$ cat config.mk
export PLATFORM = sky130hd
export DESIGN_NAME = apb_master_ctrl
export DESIGN_NICKNAME = d
export VERILOG_FILES = /design/src/rtl/apb_master_pkg.sv /design/src/rtl/apb_wait_timer.sv /design/src/rtl/apb_master_ctrl.sv
export SDC_FILE = /design/constraint.sdc
export NUM_CORES = 1
export LEC_CHECK = 0
export ABC_AREA = 0
export CORE_MARGIN = 8
export CORE_UTILIZATION = 45
export DETAILED_ROUTE_END_ITERATION = 7
export PLACE_DENSITY = 0.86
export SYNTH_ARGS = -nofsm -noshare
export SYNTH_HDL_FRONTEND = slang
export SYNTH_HIERARCHICAL = 1
export SYNTH_SLANG_ARGS = --single-unit
$ cat constraint.sdc
create_clock -name pclk -period 3 [get_ports pclk]
set_input_delay 0.3 -clock pclk [delete_from_list [all_inputs] [get_ports pclk]]
set_output_delay 0.3 -clock pclk [all_outputs]
set_load 0.005 [all_outputs]
$ cat src/rtl/apb_master_pkg.sv
// rtl/apb_master_pkg.sv - shared types and widths for the APB master controller
package apb_master_pkg;

    localparam int APB_ADDR_W = 32;
    localparam int APB_DATA_W = 32;

    typedef enum logic [1:0] {
        IDLE   = 2'd0,
        SETUP  = 2'd1,
        ACCESS = 2'd2,
        RESP   = 2'd3
    } apb_state_e;

    // A disabled timeout still needs a one-bit counter to keep widths legal.
    function automatic int wait_cnt_w(input int timeout);
        return (timeout > 0) ? $clog2(timeout + 1) : 1;
    endfunction

endpackage

$ cat src/rtl/apb_wait_timer.sv
// rtl/apb_wait_timer.sv - saturating ACCESS wait-state counter with timeout detect
module apb_wait_timer
    import apb_master_pkg::*;
#(
    parameter int TIMEOUT_CYCLES = 16
) (
    input  logic                                   clk,
    input  logic                                   rst_n,
    input  logic                                   clear,
    input  logic                                   count_en,
    output logic [wait_cnt_w(TIMEOUT_CYCLES)-1:0]  count,
    output logic                                   limit_hit
);

    localparam int CW = wait_cnt_w(TIMEOUT_CYCLES);
    localparam logic [CW-1:0] SAT    = (TIMEOUT_CYCLES > 0) ? CW'(TIMEOUT_CYCLES) : {CW{1'b1}};
    localparam logic [CW-1:0] LIM_M1 = (TIMEOUT_CYCLES > 0) ? CW'(TIMEOUT_CYCLES - 1) : '0;

    logic [CW-1:0] count_q, count_d;

    always_comb begin
        count_d = count_q;
        if (clear) begin
            count_d = '0;
        end else if (count_en && (count_q != SAT)) begin
            count_d = count_q + CW'(1);
        end
    end

    always_ff @(posedge clk or negedge rst_n) begin
        if (!rst_n) begin
            count_q <= '0;
        end else begin
            count_q <= count_d;
        end
    end

    // Fires in the wait cycle that brings the count up to the limit.
    assign limit_hit = (TIMEOUT_CYCLES > 0) && count_en && (count_q >= LIM_M1);
    assign count     = count_q;

endmodule

$ cat src/rtl/apb_master_ctrl.sv
// rtl/apb_master_ctrl.sv - single-outstanding APB master with wait-state timeout
module apb_master_ctrl
    import apb_master_pkg::*;
#(
    parameter int TIMEOUT_CYCLES = 16
) (
    input  logic                  pclk,
    input  logic                  presetn,
    input  logic                  cmd_valid,
    output logic                  cmd_ready,
    input  logic                  cmd_write,
    input  logic [APB_ADDR_W-1:0] cmd_addr,
    input  logic [APB_DATA_W-1:0] cmd_wdata,
    output logic                  rsp_valid,
    output logic [APB_DATA_W-1:0] rsp_rdata,
    output logic                  rsp_timeout,
    output logic                  psel,
    output logic                  penable,
    output logic                  pwrite,
    output logic [APB_ADDR_W-1:0] paddr,
    output logic [APB_DATA_W-1:0] pwdata,
    input  logic [APB_DATA_W-1:0] prdata,
    input  logic                  pready
);

    localparam int CW = wait_cnt_w(TIMEOUT_CYCLES);

    apb_state_e            state_q, state_d;
    logic [APB_ADDR_W-1:0] paddr_q, paddr_d;
    logic [APB_DATA_W-1:0] pwdata_q, pwdata_d;
    logic                  pwrite_q, pwrite_d;
    logic [APB_DATA_W-1:0] rsp_rdata_q, rsp_rdata_d;
    logic                  rsp_timeout_q, rsp_timeout_d;

    logic                  wt_clear;
    logic                  wt_en;
    logic                  wt_limit;
    logic [CW-1:0]         wt_count;

    apb_wait_timer #(
        .TIMEOUT_CYCLES(TIMEOUT_CYCLES)
    ) u_wait_timer (
        .clk      (pclk),
        .rst_n    (presetn),
        .clear    (wt_clear),
        .count_en (wt_en),
        .count    (wt_count),
        .limit_hit(wt_limit)
    );

    always_comb begin
        state_d       = state_q;
        paddr_d       = paddr_q;
        pwdata_d      = pwdata_q;
        pwrite_d      = pwrite_q;
        rsp_rdata_d   = rsp_rdata_q;
        rsp_timeout_d = rsp_timeout_q;
        wt_clear      = 1'b0;
        wt_en         = 1'b0;

        case (state_q)
            IDLE: begin
                if (cmd_valid) begin
                    paddr_d  = cmd_addr;
                    pwdata_d = cmd_wdata;
                    pwrite_d = cmd_write;
                    state_d  = SETUP;
                end
            end
            SETUP: begin
                wt_clear = 1'b1;
                state_d  = ACCESS;
            end
            ACCESS: begin
                if (pready) begin
                    rsp_rdata_d   = pwrite_q ? '0 : prdata;
                    rsp_timeout_d = 1'b0;
                    state_d       = RESP;
                end else begin
                    wt_en = 1'b1;
                    if (wt_limit) begin
                        rsp_rdata_d   = '0;
                        rsp_timeout_d = 1'b1;
                        state_d       = RESP;
                    end
                end
            end
            RESP: begin
                state_d = IDLE;
            end
            default: begin
                state_d = IDLE;
            end
        endcase
    end

    always_ff @(posedge pclk or negedge presetn) begin
        if (!presetn) begin
            state_q       <= IDLE;
            paddr_q       <= '0;
            pwdata_q      <= '0;
            pwrite_q      <= 1'b0;
            rsp_rdata_q   <= '0;
            rsp_timeout_q <= 1'b0;
        end else begin
            state_q       <= state_d;
            paddr_q       <= paddr_d;
            pwdata_q      <= pwdata_d;
            pwrite_q      <= pwrite_d;
            rsp_rdata_q   <= rsp_rdata_d;
            rsp_timeout_q <= rsp_timeout_d;
        end
    end

    // Control strobes decode straight from the state so reset drops them at once.
    assign cmd_ready   = (state_q == IDLE);
    assign psel        = (state_q == SETUP) || (state_q == ACCESS);
    assign penable     = (state_q == ACCESS);
    assign rsp_valid   = (state_q == RESP);
    assign pwrite      = pwrite_q;
    assign paddr       = paddr_q;
    assign pwdata      = pwdata_q;
    assign rsp_rdata   = rsp_rdata_q;
    assign rsp_timeout = rsp_timeout_q;

    a_wait_cleared: assert property (@(posedge pclk) disable iff (!presetn)
        (state_q == SETUP) |=> (wt_count == '0));

endmodule
==> run summary <==
Share of cells above drive strength 1: 0.164
CP max FO: 52
Post-CTS Setup Repair Bufs: 0
Worst min-delay path category: in -> async
Met3 global-route usage: 0.0746
Core Area: 0.00968 mm^2
CTS tree: done
Clock sinks: 105
Synth Flop Type: dfrtp_1
Outcome: complete, no violations
Largest net degree at the start of global routing: 70
DRT Pass-1 Iters: 4
Syn Area/Cell: 13.4 um^2
DR vias: 3,236
Pleak: 3.00 nW
Fmax: 390 MHz
Die H: 115 um
Mean routed wirelength per cell: 18.6 um
Max Clock Skew: 0.00871 ns
First-pass GRT wire length: 19.4 mm
Synth Register Bits: 105
Seq/Total Area, Yosys: 0.593
Final Max Tran Viols: 0
GRT Max-Usage Layer: met2
GPL Wtd Cong: 0.828
Die W: 115 um
Rel. slew slack: 0.416
Count leader, synth: dfrtp_1
Clock Tree Root: clkbuf_8
Post-DP HPWL: 9.65 mm
Met2 Use GR: 0.332
DRT iter0 DRCs: 212
Tmin final: 2.56 ns
Crit path DAT: 2.81 ns
Post-synth ARST share: 1.00
Die area: 0.0133 mm^2
CTS Buffer Depth: 2
Routed wire length: 12.4 mm
CP Capture Type: flip-flop
Leading post-synthesis cells by cell area: dfrtp_1 59%, mux2_4 17%, nand2_1 5.8%
Final period util: 0.854
Pre-CTS WS: 0.486 ns
Worst-Skew Late Latency: 0.38 ns
Net count, final: 640
Synth-to-Final Area Change: 51.4%
RSZ-0062 raised after global routing: false
# rows: 36
# resized after CTS: 0
PD cells: 977 mW/mm^2
Clock transition at the registers of the reported paths: 0.09 ns
GRT Total Usage: 0.191
Grt ovf: 0
Syn_nets: 439
Worst EP required: 3.25 ns
Initial Utilization: 0.458
Synthesized area: 0.00443 mm^2
Residual DRC count: 0
Initial antenna violation count: 0
# H-tree levels: 3
Vias in the first global route: 3,543
Fin. Hold Viols: 0
I/O pin count: 203
Top post-synthesis cells by count: 105 x dfrtp_1, 69 x nand2_1, 51 x mux2_4, 31 x o21ai_1, 16 x mux2_2
Yosys Warn Count: 6
Number of flops mapped to enable cells by yosys: 0
Avg Vias per Cell: 4.84
Maxcap violations: 0
Final design area excluding fillers: 0.00671 mm^2
Yosys top cell area share: 0.593
Antenna viol nets, final: 0
Post-synthesis cell count: 330
Final setup vio count: 0
Setup crit start kind: flip-flop
Kind of critical path: reg -> reg
# port buffers: 202
Peak supply drop: 0.619 mV
Fillers: 673
Worst Tran Pin Value: 0.876 ns
Placed Area: 0.00655 mm^2
Hold Buf Count CTS: 0
Final worst setup slack: 0.438 ns
Cell variety after synth: 27
Setup TNS: 0 ns
TritonCTS Buffers: 9
Ant. Diodes: 0
Met1 GRT Util: 0.202
Largest area contributor in the netlist: dfrtp_1
-- area by class of cell --
cell class | instances | area [um^2] | share of cell area
Multi-Input combinational cell | 201 | 1640 | 0.244
Inverter | 6 | 22.5 | 0.00336
Timing Repair Buffer | 208 | 2090 | 0.311
Tap cell | 133 | 166 | 0.0248
Clock buffer | 14 | 153 | 0.0227
Clock inverter | 2 | 13.8 | 0.00205
Sequential cell | 105 | 2630 | 0.391
-- where the power goes --
group	leakage [nW]	switching (W)	internal [W]
clock	0.0847	0.000458	0.000327
sequential	1.30	0.000403	0.00211
combinational	1.61	0.00110	0.00216
-- flip-flops by register name (all words and copies together) (netlist names) --
| signal | cells |
|---|---|
| rsp_timeout | 1 |
| u_wait_timer/count | 5 |
| pwrite | 1 |
| state_q | 2 |
| rsp_rdata | 32 |
| pwdata | 32 |
| paddr | 32 |
-- cells by family after synthesis --
family          count (synthesis)  share of synthesized area
fa+ha+maj                       8                     0.0226
buf+inv                        24                     0.0409
compound gates                 41                     0.0511
flops                         105                      0.593
simple gates                   83                     0.0751
xor+xnor                        1                    0.00198
mux                            68                      0.216
-- per-stage QoR --
stage          total power, W  std cells  hold slack (ns)  utilization
3_5_place_dp          0.00584        653            0.474        0.676
4_1_cts               0.00666        669           0.0559        0.693
3_3_place_gp          0.00571        653            0.467        0.676
5_1_grt               0.00699        669            0.111        0.693
6_report              0.00656        669           0.0442        0.693
2_1_floorplan         0.00395        330          0.00441            -
-- critical path, stage by stage (launching register included) --
cell and delay (ns):
dfrtp_1 0.42, inv_1 0.13, ha_1 0.31, nor2b_1 0.40
a21boi_0 0.46, o21ai_4 0.18, buf_4 0.32, nand2_1 0.12
o21ai_1 0.07
-- metal layers --
layer	share of wire	vias to the layer above
met5	0	-
met4	0.025	0
met3	0.095	20
met2	0.51	141
met1	0.37	1567
li1	-	1508
-- path summary, 6_finish.rpt --
| check | startpoint | endpoint | slack, ns | depth (start not counted) |
|---|---|---|---|---|
| worst max-delay path | state_q[0]$_DFFE_PN0P_ | rsp_rdata[18]$_DFFE_PN0P_ | 0.44 | 8 |
| worst min-delay path | presetn | paddr[6]$_DFFE_PN0P_ | 0.04 | 1 |
| worst max register to register | state_q[0]$_DFFE_PN0P_ | rsp_rdata[18]$_DFFE_PN0P_ | 0.44 | 8 |
| worst min register to register | rsp_rdata[28]$_DFFE_PN0P_ | rsp_rdata[28]$_DFFE_PN0P_ | 0.49 | 2 |
| max in group asynchronous | presetn | paddr[29]$_DFFE_PN0P_ | 2.25 | 2 |
| min in group pclk | prdata[8] | rsp_rdata[8]$_DFFE_PN0P_ | 0.45 | 3 |
-- placed cells by master (no fill, tap or decap), types with 4 or more instances in the layout --
cell,netlist,layout
buf_4,6,5
clkbuf_1,2,4
clkbuf_8,0,10
clkdlybuf4s50_1,0,201
dfrtp_1,105,105
ha_1,8,8
inv_1,6,6
mux2_2,16,16
mux2_4,51,51
nand2_1,69,68
nor2_1,6,6
o21ai_1,31,31
Power figures use the tool's default switching activity.
